File: config.mk
export PLATFORM = sky130hd
export DESIGN_NAME = quiz_round_ctrl
export DESIGN_NICKNAME = d
export VERILOG_FILES = /design/src/rtl/quiz_pkg.sv /design/src/rtl/press_debounce.sv /design/src/rtl/quiz_round_ctrl.sv
export SDC_FILE = /design/constraint.sdc
export NUM_CORES = 1
export LEC_CHECK = 0
export CAP_MARGIN = 20
export CORE_ASPECT_RATIO = 0.75
export CORE_UTILIZATION = 25
export CTS_CLUSTER_DIAMETER = 120
export CTS_CLUSTER_SIZE = 24
export DETAILED_ROUTE_END_ITERATION = 6
export HOLD_SLACK_MARGIN = 0.05
export MAX_ROUTING_LAYER = met4
export RECOVER_POWER = 50
export SETUP_SLACK_MARGIN = 0.05
export SYNTH_ARGS = -nofsm -noshare
export SYNTH_HDL_FRONTEND = slang
export SYNTH_SLANG_ARGS = --single-unit
File: constraint.sdc
create_clock -name clk -period 2.1 [get_ports clk]
set_input_delay 0.42 -clock clk [delete_from_list [all_inputs] [get_ports clk]]
set_output_delay 0.42 -clock clk [all_outputs]
set_load 0.01 [all_outputs]
File: src/rtl/quiz_pkg.sv
// rtl/quiz_pkg.sv - shared types, player codes and joystick nibble decode for the quiz controller
package quiz_pkg;

    typedef enum logic [2:0] {
        ST_IDLE,
        ST_ASK,
        ST_JUDGE,
        ST_RESULT,
        ST_WIN,
        ST_DONE
    } state_t;

    localparam logic [1:0] PLY_NONE = 2'd0;
    localparam logic [1:0] PLY_1    = 2'd1;
    localparam logic [1:0] PLY_2    = 2'd2;

    localparam int ANS_W = 4;

    // Active-low nibble: exactly one zero bit selects answer 1..4 (MSB is 1); anything else reads as 0.
    function automatic logic [ANS_W-1:0] decode_nibble(input logic [3:0] nib);
        logic [ANS_W-1:0] code;
        code = '0;
        case (nib)
            4'b0111: code = 4'd1;
            4'b1011: code = 4'd2;
            4'b1101: code = 4'd3;
            4'b1110: code = 4'd4;
            default: code = '0;
        endcase
        return code;
    endfunction

endpackage

File: src/rtl/press_debounce.sv
// rtl/press_debounce.sv - per-player stability counter producing a single accept pulse per press
module press_debounce
    import quiz_pkg::*;
#(
    parameter int DEBOUNCE_CYC = 4
) (
    input  logic             clk,
    input  logic             reset,
    input  logic [3:0]       nibble,
    input  logic             en,
    output logic             accept,
    output logic [ANS_W-1:0] choice
);

    localparam int CW = $clog2(DEBOUNCE_CYC + 1);
    localparam logic [CW-1:0] CNT_MAX = CW'(DEBOUNCE_CYC);

    logic [ANS_W-1:0] code;
    logic [ANS_W-1:0] code_q, code_d;
    logic [CW-1:0]    cnt_q, cnt_d;
    logic             armed_q, armed_d;
    logic             accept_q, accept_d;
    logic [ANS_W-1:0] choice_q, choice_d;
    logic             same;
    logic             hit;

    always_comb begin
        code     = decode_nibble(nibble);
        same     = (code == code_q);
        code_d   = code;
        cnt_d    = '0;
        if (code != '0) begin
            if (!same)
                cnt_d = CW'(1);
            else if (cnt_q == CNT_MAX)
                cnt_d = cnt_q;
            else
                cnt_d = cnt_q + CW'(1);
        end
        // Fire only on the cycle the count first reaches the threshold, so a held press cannot re-fire.
        hit      = en && armed_q && (code != '0) && (cnt_d == CNT_MAX)
                   && !(same && (cnt_q == CNT_MAX));
        armed_d  = hit ? 1'b0 : ((code == '0) ? 1'b1 : armed_q);
        accept_d = hit;
        choice_d = hit ? code : choice_q;
    end

    always_ff @(posedge clk) begin
        if (reset) begin
            code_q   <= '0;
            cnt_q    <= '0;
            armed_q  <= 1'b1;
            accept_q <= 1'b0;
            choice_q <= '0;
        end else begin
            code_q   <= code_d;
            cnt_q    <= cnt_d;
            armed_q  <= armed_d;
            accept_q <= accept_d;
            choice_q <= choice_d;
        end
    end

    assign accept = accept_q;
    assign choice = choice_q;

endmodule

File: src/rtl/quiz_round_ctrl.sv
// rtl/quiz_round_ctrl.sv - two-player quiz round sequencer with buzzer arbitration, scoring and win beep
module quiz_round_ctrl
    import quiz_pkg::*;
#(
    parameter int NUM_Q        = 10,
    parameter int WIN_SCORE    = 5,
    parameter int DEBOUNCE_CYC = 4,
    parameter int SHOW_CYC     = 8,
    parameter int BEEP_CYC     = 16
) (
    input  logic       clk,
    input  logic       reset,
    input  logic       start,
    input  logic [7:0] in_hex_joy,
    input  logic [3:0] ans_key,
    output logic [3:0] q_index,
    output logic [2:0] score_p1,
    output logic [2:0] score_p2,
    output logic [1:0] round_winner,
    output logic       lock_p1,
    output logic       lock_p2,
    output logic       toggle_beep,
    output logic       game_over
);

    localparam int TMAX = (SHOW_CYC > BEEP_CYC) ? SHOW_CYC : BEEP_CYC;
    localparam int TW   = $clog2(TMAX + 1);

    state_t           state_q, state_d;
    logic [3:0]       q_q, q_d;
    logic [2:0]       s1_q, s1_d, s2_q, s2_d;
    logic [2:0]       s1_inc, s2_inc;
    logic [1:0]       win_q, win_d;
    logic             l1_q, l1_d, l2_q, l2_d;
    logic             beep_q, beep_d;
    logic             over_q, over_d;
    logic             prio_q, prio_d;
    logic [1:0]       sel_q, sel_d;
    logic [ANS_W-1:0] selc_q, selc_d;
    logic [TW-1:0]    timer_q, timer_d;

    logic             en1, en2, acc1, acc2;
    logic [ANS_W-1:0] ch1, ch2;

    assign en1 = (state_q == ST_ASK) && !l1_q;
    assign en2 = (state_q == ST_ASK) && !l2_q;

    press_debounce #(.DEBOUNCE_CYC(DEBOUNCE_CYC)) u_db_p1 (
        .clk    (clk),
        .reset  (reset),
        .nibble (in_hex_joy[7:4]),
        .en     (en1),
        .accept (acc1),
        .choice (ch1)
    );

    press_debounce #(.DEBOUNCE_CYC(DEBOUNCE_CYC)) u_db_p2 (
        .clk    (clk),
        .reset  (reset),
        .nibble (in_hex_joy[3:0]),
        .en     (en2),
        .accept (acc2),
        .choice (ch2)
    );

    always_comb begin
        state_d = state_q;
        q_d     = q_q;
        s1_d    = s1_q;
        s2_d    = s2_q;
        win_d   = win_q;
        l1_d    = l1_q;
        l2_d    = l2_q;
        prio_d  = prio_q;
        sel_d   = sel_q;
        selc_d  = selc_q;
        timer_d = '0;
        s1_inc  = s1_q + 3'd1;
        s2_inc  = s2_q + 3'd1;

        case (state_q)
            ST_IDLE, ST_DONE: begin
                if (start) begin
                    state_d = ST_ASK;
                    q_d     = '0;
                    s1_d    = '0;
                    s2_d    = '0;
                    l1_d    = 1'b0;
                    l2_d    = 1'b0;
                    win_d   = PLY_NONE;
                end
            end
            ST_ASK: begin
                // prio_q set means P1 won the last scored round, so P2 wins a tie.
                if (acc1 && (!acc2 || !prio_q)) begin
                    sel_d   = PLY_1;
                    selc_d  = ch1;
                    state_d = ST_JUDGE;
                end else if (acc2) begin
                    sel_d   = PLY_2;
                    selc_d  = ch2;
                    state_d = ST_JUDGE;
                end
            end
            ST_JUDGE: begin
                if (selc_q == ans_key) begin
                    if (sel_q == PLY_1) begin
                        s1_d    = s1_inc;
                        prio_d  = 1'b1;
                        state_d = (s1_inc == 3'(WIN_SCORE)) ? ST_WIN : ST_RESULT;
                    end else begin
                        s2_d    = s2_inc;
                        prio_d  = 1'b0;
                        state_d = (s2_inc == 3'(WIN_SCORE)) ? ST_WIN : ST_RESULT;
                    end
                    win_d = (state_d == ST_RESULT) ? sel_q : PLY_NONE;
                end else begin
                    if (sel_q == PLY_1)
                        l1_d = 1'b1;
                    else
                        l2_d = 1'b1;
                    state_d = (l1_d && l2_d) ? ST_RESULT : ST_ASK;
                    win_d   = PLY_NONE;
                end
            end
            ST_RESULT: begin
                if (timer_q == TW'(SHOW_CYC - 1)) begin
                    l1_d  = 1'b0;
                    l2_d  = 1'b0;
                    win_d = PLY_NONE;
                    if (q_q == 4'(NUM_Q - 1)) begin
                        state_d = ST_DONE;
                    end else begin
                        q_d     = q_q + 4'd1;
                        state_d = ST_ASK;
                    end
                end else begin
                    timer_d = timer_q + TW'(1);
                end
            end
            ST_WIN: begin
                if (timer_q == TW'(BEEP_CYC - 1))
                    state_d = ST_DONE;
                else
                    timer_d = timer_q + TW'(1);
            end
            default: state_d = ST_IDLE;
        endcase

        beep_d = (state_d == ST_WIN);
        over_d = (state_d == ST_DONE);
    end

    always_ff @(posedge clk) begin
        if (reset) begin
            state_q <= ST_IDLE;
            q_q     <= '0;
            s1_q    <= '0;
            s2_q    <= '0;
            win_q   <= PLY_NONE;
            l1_q    <= 1'b0;
            l2_q    <= 1'b0;
            beep_q  <= 1'b0;
            over_q  <= 1'b0;
            prio_q  <= 1'b0;
            sel_q   <= PLY_NONE;
            selc_q  <= '0;
            timer_q <= '0;
        end else begin
            state_q <= state_d;
            q_q     <= q_d;
            s1_q    <= s1_d;
            s2_q    <= s2_d;
            win_q   <= win_d;
            l1_q    <= l1_d;
            l2_q    <= l2_d;
            beep_q  <= beep_d;
            over_q  <= over_d;
            prio_q  <= prio_d;
            sel_q   <= sel_d;
            selc_q  <= selc_d;
            timer_q <= timer_d;
        end
    end

    assign q_index      = q_q;
    assign score_p1     = s1_q;
    assign score_p2     = s2_q;
    assign round_winner = win_q;
    assign lock_p1      = l1_q;
    assign lock_p2      = l2_q;
    assign toggle_beep  = beep_q;
    assign game_over    = over_q;

endmodule

==> flow_summary.yaml <==
finish:
  fin_nets: 401
  largest-register: "timer_q"
  drive_above_1_share_pct: 16.6
  layout.cell_area.non_filler_mm2: 0.00361
  area_growth_pct: 30.1
  antenna_cells_inserted: 0
  largest_reg_flops: 5
  layout.cells.most_common_list: "50 x dfxtp_1, 34 x nor2_1, 28 x buf_4, 22 x inv_1, 19 x nand2_1"
  layout.cells.most_common: "dfxtp_1"
sta:
  final_max_slew_viol_count: 0
  post-route-period-util_pct: 93.9
  timing_hold_violations_final: 0
  timing.max_slew.rel_slack_pct: 42.6
  final-setup-viol-count: 0
  clock-skew-final_ps: 5.85
  timing.final.crit_period_ps: 1970
  worst_pin_slew_ps: 861
  fmax_mhz: 507
  hold_ws_ps: 450
  layout_setup_ws_ps: 127
  rsz_0062_raised_after_global_routing: "no"
status:
  run_status: "complete, no violations"
drt:
  first_pass_iters: 4
  ant_nets: 0
  dr.first_iter.drc_count: 69
  wirelength_um: 6040
  drt-wirelength-per-cell_um: 11.8
  vias_per_cell: 4.65
  remaining_drc_errors: 0
  routed-via-count: 2369
setup_path:
  worstSetupEndpoint: "u_db_p1.choice[0]"
  crit_fanout: 7
  kind_of_cell_adding_the_most_delay_to_the_critical_path: "buffers and inverters"
  end_kind: "flop"
  timing.critical_path.depth: 7
  start_kind: "input port"
  timing.critical_path.from: "in_hex_joy[5]"
  r2r-start: "u_db_p1.cnt_q[0]"
  critPathKind: "input port to flop"
  cp.required_ps: 2280
  timing.critical_path.buf_inv: 2
  worst_ep_arrival_time_ps: 2150
  cell_type_with_the_highest_occurrence_count_on_the_critical_path: "xor2_1"
  slowest_stage: "clkdlybuf4s50_1"
  setup.reg_to_reg.worst_slack_ps: 170
  timing.reg2reg.worst_path_depth: 7
  cp_slowest_stage_delay_ps: 500
  regToRegEndpoint: "u_db_p1.choice[0]"
  worstPathCellList: "clkdlybuf4s50_1, buf_4, xor2_1, nand3_1, xor2_1, and3_4, mux2_2"
clock_network:
  tritoncts_clock_tree: "yes"
  htreeDepth: 2
  cts_root_buffer: "clkbuf_16"
  clkSlewWorstSetupHoldPaths_ps: 70
  cts_buffer_depth: 2
  clk-insertion-delay-late_ps: 290
  cts_sinks: 52
  cts_hold_buffers: 0
  tritoncts.num_buffers: 5
logic_synthesis:
  synth_compound_gate_area_share_pct: 16.5
  largest_family_of_logic_cells_by_synthesized_area: "simple AND/OR/NAND/NOR gates"
  yosys.area_share.simple_pct: 25.2
  post_synth_fa_ha_maj_area_fraction_pct: 5.86
  synthMuxAreaShare_pct: 3.92
  synth_flop_cell: "dfxtp_1"
  asyncSetResetFlopFracSynth_pct: 0
  synth.yosys.seq_area_share_pct: 37.5
  post_synth_num_cell_types: 59
  synth_enable_flop_cells: 0
  xor_xnor_portion_of_the_synthesized_cell_area_pct: 5.68
  synth_area_mm2: 0.00278
  flip_flop_and_latch_count_after_synthesis: 52
  mappedNetlistNets: 346
  post_synth_inst_count: 318
  synth_warn: 0
  avgSynthCellArea_um2: 8.73
die:
  floorplan.die_area_mm2: 0.0115
  std_cell_rows: 32
  initial_utilization_pct: 26.4
  core_mm2: 0.0105
  die_w_um: 124
  die_height_um: 93.3
  design.portCount: 31
placed_design:
  hpwlAfterDp_um: 4650
  post-place-ws_ps: -256
  routability_congestion_estimate: 0.762
  port_buffers: 30
  detailed_place.area_mm2: 0.00341
worst_hold_path:
  hold_class: "flop to flop"
  timing.hold.worst_path_depth: 1
power:
  vdd_drop_max_mv: 0.312
  p_leak_uw: 0.00143
  total_power_uw: 2030
  pwr_density_cell_mw_per_mm2: 561
grt:
  initial_antenna_violation_count: 0
  via_count_of_the_first_global_routing_pass: 2193
  grt_start_max_net_pins: 43
  grt_remaining_overflow: 0
  track_usage_pct: 11.2
  wire_length_of_the_first_global_routing_pass_um: 9900
flow_run:
  cap_viol_max_count: 0
## synth_stat cells (3+ instances only)
cell type | instances | area (um2)
o21ai_0 | 16 | 80.1
xor2_1 | 14 | 123
nand4b_1 | 4 | 35.0
nor2_1 | 34 | 128
nand3_1 | 13 | 65.1
o211ai_1 | 4 | 30.0
o21a_1 | 3 | 22.5
nand2b_1 | 6 | 37.5
nand2_1 | 19 | 71.3
xnor2_1 | 4 | 35.0
a221oi_1 | 3 | 26.3
and3_1 | 5 | 31.3
or3_1 | 3 | 18.8
nor2b_1 | 10 | 62.6
dfxtp_1 | 52 | 1040
a32oi_1 | 3 | 26.3
nand3b_1 | 3 | 22.5
ha_1 | 13 | 163
mux2i_1 | 3 | 30.0
o22ai_1 | 3 | 18.8
a21o_1 | 3 | 22.5
mux2_2 | 7 | 78.8
nor3b_1 | 3 | 22.5
or2_2 | 3 | 18.8
inv_1 | 22 | 82.6
buf_4 | 3 | 22.5
a21oi_1 | 15 | 75.1
nor3_1 | 4 | 20.0
clkbuf_1 | 5 | 18.8
## layer usage
| layer | GRT usage, % | vias to the layer above | wire length (um) |
|---|---|---|---|
| met2 | 17.4 | 27 | 2680 |
| met5 | - | - | 0 |
| met4 | 3.61 | 0 | 53 |
| met1 | 14.3 | 1101 | 3140 |
| met3 | 2.56 | 5 | 172 |
| li1 | - | 1236 | - |
## cell families after synthesis
| group | Yosys count |
|---|---|
| AND/OR/NAND/NOR | 122 |
| adder cells (fa/ha/maj) | 13 |
| XOR/XNOR | 18 |
| multiplexers | 10 |
| flip-flops | 52 |
| AO/OA/AOI/OAI | 69 |
| buffers and inverters | 34 |
## power breakdown
| group | total, uW | internal, uW | switching (uW) |
|---|---|---|---|
| registers | 998 | 993 | 4.65 |
| logic | 216 | 108 | 107 |
| clock network | 814 | 470 | 344 |
## area by class of cell
class / count / area (um2)
fillers: 1073 / 6920
multi-input cells: 232 / 1630
flip-flops and latches: 52 / 1050
repair buffers: 60 / 534
well taps: 136 / 170
clock buffers: 6 / 139
inverters: 22 / 82.6
clock inverters: 2 / 10.0
## worst min-delay path by stage
stage                     from               to
5_1_grt        round_winner[0]  round_winner[0]
3_5_place_dp        timer_q[0]       timer_q[0]
2_1_floorplan       timer_q[0]       timer_q[0]
4_1_cts             timer_q[0]       timer_q[0]
6_report            timer_q[0]       timer_q[0]
3_3_place_gp        timer_q[0]       timer_q[0]
## per-stage QoR
stage / setup TNS, ps / instances / util, %
after floorplan: 0 / 318 / -
after detailed placement: -2490 / 501 / 32.4
after global placement: -1570 / 501 / 32.4
final: 0 / 510 / 34.3
after global routing: 0 / 510 / 34.3
after CTS: 0 / 509 / 33.8
## what timing repair did
| item | in CTS | in global routing |
|---|---|---|
| resized for setup | 1 | 17 |
| setup endpoints to repair | 1 | 8 |
| buffers inserted | 0 | 1 |
| hold endpoints to repair | 0 | 0 |
| pin swaps | 0 | 6 |
No activity file was read; power rests on OpenSTA's default activity.
==> RTL edit: new RTL, config.mk and constraints unchanged <==
The parameter `NUM_Q` goes from 10 to 5.
--- a/src/rtl/quiz_round_ctrl.sv
+++ b/src/rtl/quiz_round_ctrl.sv
@@ -2,7 +2,7 @@
 module quiz_round_ctrl
     import quiz_pkg::*;
 #(
-    parameter int NUM_Q        = 10,
+    parameter int NUM_Q        = 5,
     parameter int WIN_SCORE    = 5,
     parameter int DEBOUNCE_CYC = 4,
     parameter int SHOW_CYC     = 8,
Function: no difference found for any inputs over 10 cycles, from zero or initial values and one cycle with reset high; that may be too few to reach the edited logic, so the function may still have changed.
==> RTL edit against the original RTL <==
  * Worst setup slack better by 0.0063 ns
  * Wire length up 4.7%
  * Design area up 0.42%
  * Sequential cell count unchanged
  * Via count is 3.9% higher
  * Total power up 1.1%
  * Area after synthesis is 0.18% higher
  * First-iteration DRC count up 140%
==> RTL edit: results (changes against the original RTL) <==
Complex-gate fraction of the synthesized area: 18.6% (+2.1 points)
Proportion of synthesized area in mux cells: 3.51% (-0.41 points)
Post-CTS Setup Bufs: 2 (+2)
Iter 0 DRT Violations: 168 (+140%)
Detailed-router iteration count before antenna repair: 5 (+1)
Outcome: completed
Synthesized area divided by synthesized cell count: 8.80 um2 (+0.81%)
Fraction of met1 tracks used by global routing: 15.6% (+1.4 points)
Main area contributors after synthesis: sky130_fd_sc_hd__dfxtp_1 37%, sky130_fd_sc_hd__ha_1 5.8%, sky130_fd_sc_hd__nor2_1 3.9%
Cell with the largest stage delay on the worst path: sky130_fd_sc_hd__or4_4
Comb power frac: 10.9% (+0.3 points)
Arr. time, crit path: 2.20 ns (+0.05 ns)
Maximum number of pins on one net before global-route repair: 23 (-47%)
Area of the multi-input gates: 1620 um2 (-1.0%)
Sequential cell power: 0.999 mW (about the same)
Routed length per placed instance: 12.3 um (+3.7%)
Vias in the first global route: 2320 (+5.8%)
Synth cell count leaders: 52 x sky130_fd_sc_hd__dfxtp_1, 29 x sky130_fd_sc_hd__nor2_1, 25 x sky130_fd_sc_hd__nand2_1
Layout cells sized above 1: 16.6% (+0.045 points)
Met2 layer wire length in the routed design: 2790 um (+4.3%)
Post-synthesis share of cell area spent on xor and xnor gates: 5.04% (-0.64 points)
Via Count: 2461 (+3.9%)
DRT Wirelength: 6330 um (+4.7%)
Worst-case headroom to the max-slew limit: 71.8% (+29 points)
Fill cell count: 1089 (+1.5%)
Placed inst area: 3460 um2 (+1.4%)
Switching component of the power: 0.495 mW (+8.5%)
GPL Wtd Cong: 0.825 (+8.2%)
Global routing met2 resource utilization: 18.9% (+1.5 points)
Adder and majority cell fraction of the synthesized area: 5.85% (-0.011 points)
Post-placement cell count: 504 (+0.60%)
Total half-perimeter wirelength after legalization and detailed placement: 4820 um (+3.7%)
CTS-repair resized insts: 4 (+3)
First-pass GRT wire length: 10700 um (+8.2%)
Pleak: 1.46 nW (+1.8%)
Net count of the mapped netlist: 344 (-0.58%)
Top fanout value on the critical path: 3 (-4)
All-Layer GR Usage: 12.0% (+0.80 points)
Maximum clock skew at final layout: 0.00809 ns (+0.00223 ns)
Met3 layer wire length in the routed design: 303 um (+76%)
Final net count: 406 (+1.2%)
RTL edit: cell types whose count changed after synthesis, sizes merged, moves of 4 or more:
cell	change
buf	-4
nand2	+6
xor2	-4
nand3	-5
clkbuf	+4
a21oi	-9
nor2	-5
o21ai	-7
a31oi	+6
RTL edit: final cells by class:
cell class / count / share of cell area (%)
tap: 136 / 4.69
sequential: 52 / 28.7
timing repair buffer: 67 / 15.6
multi-input combinational: 230 / 44.5
clock buffer: 5 / 3.45
inverter: 22 / 2.28
clock inverter: 3 / 0.724
RTL edit: path summary, 6_finish.rpt:
kind | startpoint | end | slack [ns] | depth (start not counted)
setup / recovery | ans_key[0] | toggle_beep$_SDFF_PP0_ | 0.13 | 7
hold / removal | timer_q[0]$_SDFF_PP0_ | timer_q[0]$_SDFF_PP0_ | 0.45 | 1
setup reg to reg | timer_q[0]$_SDFF_PP0_ | q_index[3]$_SDFFE_PP0P_ | 0.20 | 7
hold reg to reg | timer_q[0]$_SDFF_PP0_ | timer_q[0]$_SDFF_PP0_ | 0.45 | 1
RTL edit: per-stage QoR:
stage          worst slack [ns]  power (mW)
5_1_grt                  0.0497        2.14
4_1_cts                  0.0606        2.08
3_5_place_dp             -0.389        1.25
6_report                  0.133        2.05
2_1_floorplan             0.207        1.14
3_3_place_gp             -0.302        1.24
RTL edit: worst max-delay path, delay by kind of cell:
kind                   cells  cell delay [ns]
XOR/XNOR                   1             0.15
AND/OR/NAND/NOR            2             0.59
AO/OA/AOI/OAI              2             0.46
buffers and inverters      2             0.57
RTL edit: cells by family (layout without fill, tap and decap cells):
group | count (synthesis) | in the layout
adders and majority gates | 13 | 13
xor gates and xnor gates | 16 | 16
and+or+nand+nor | 122 | 122
muxes | 9 | 9
AOI/OAI and AO/OA | 70 | 70
buffers and inverters | 34 | 97
DFF | 52 | 52
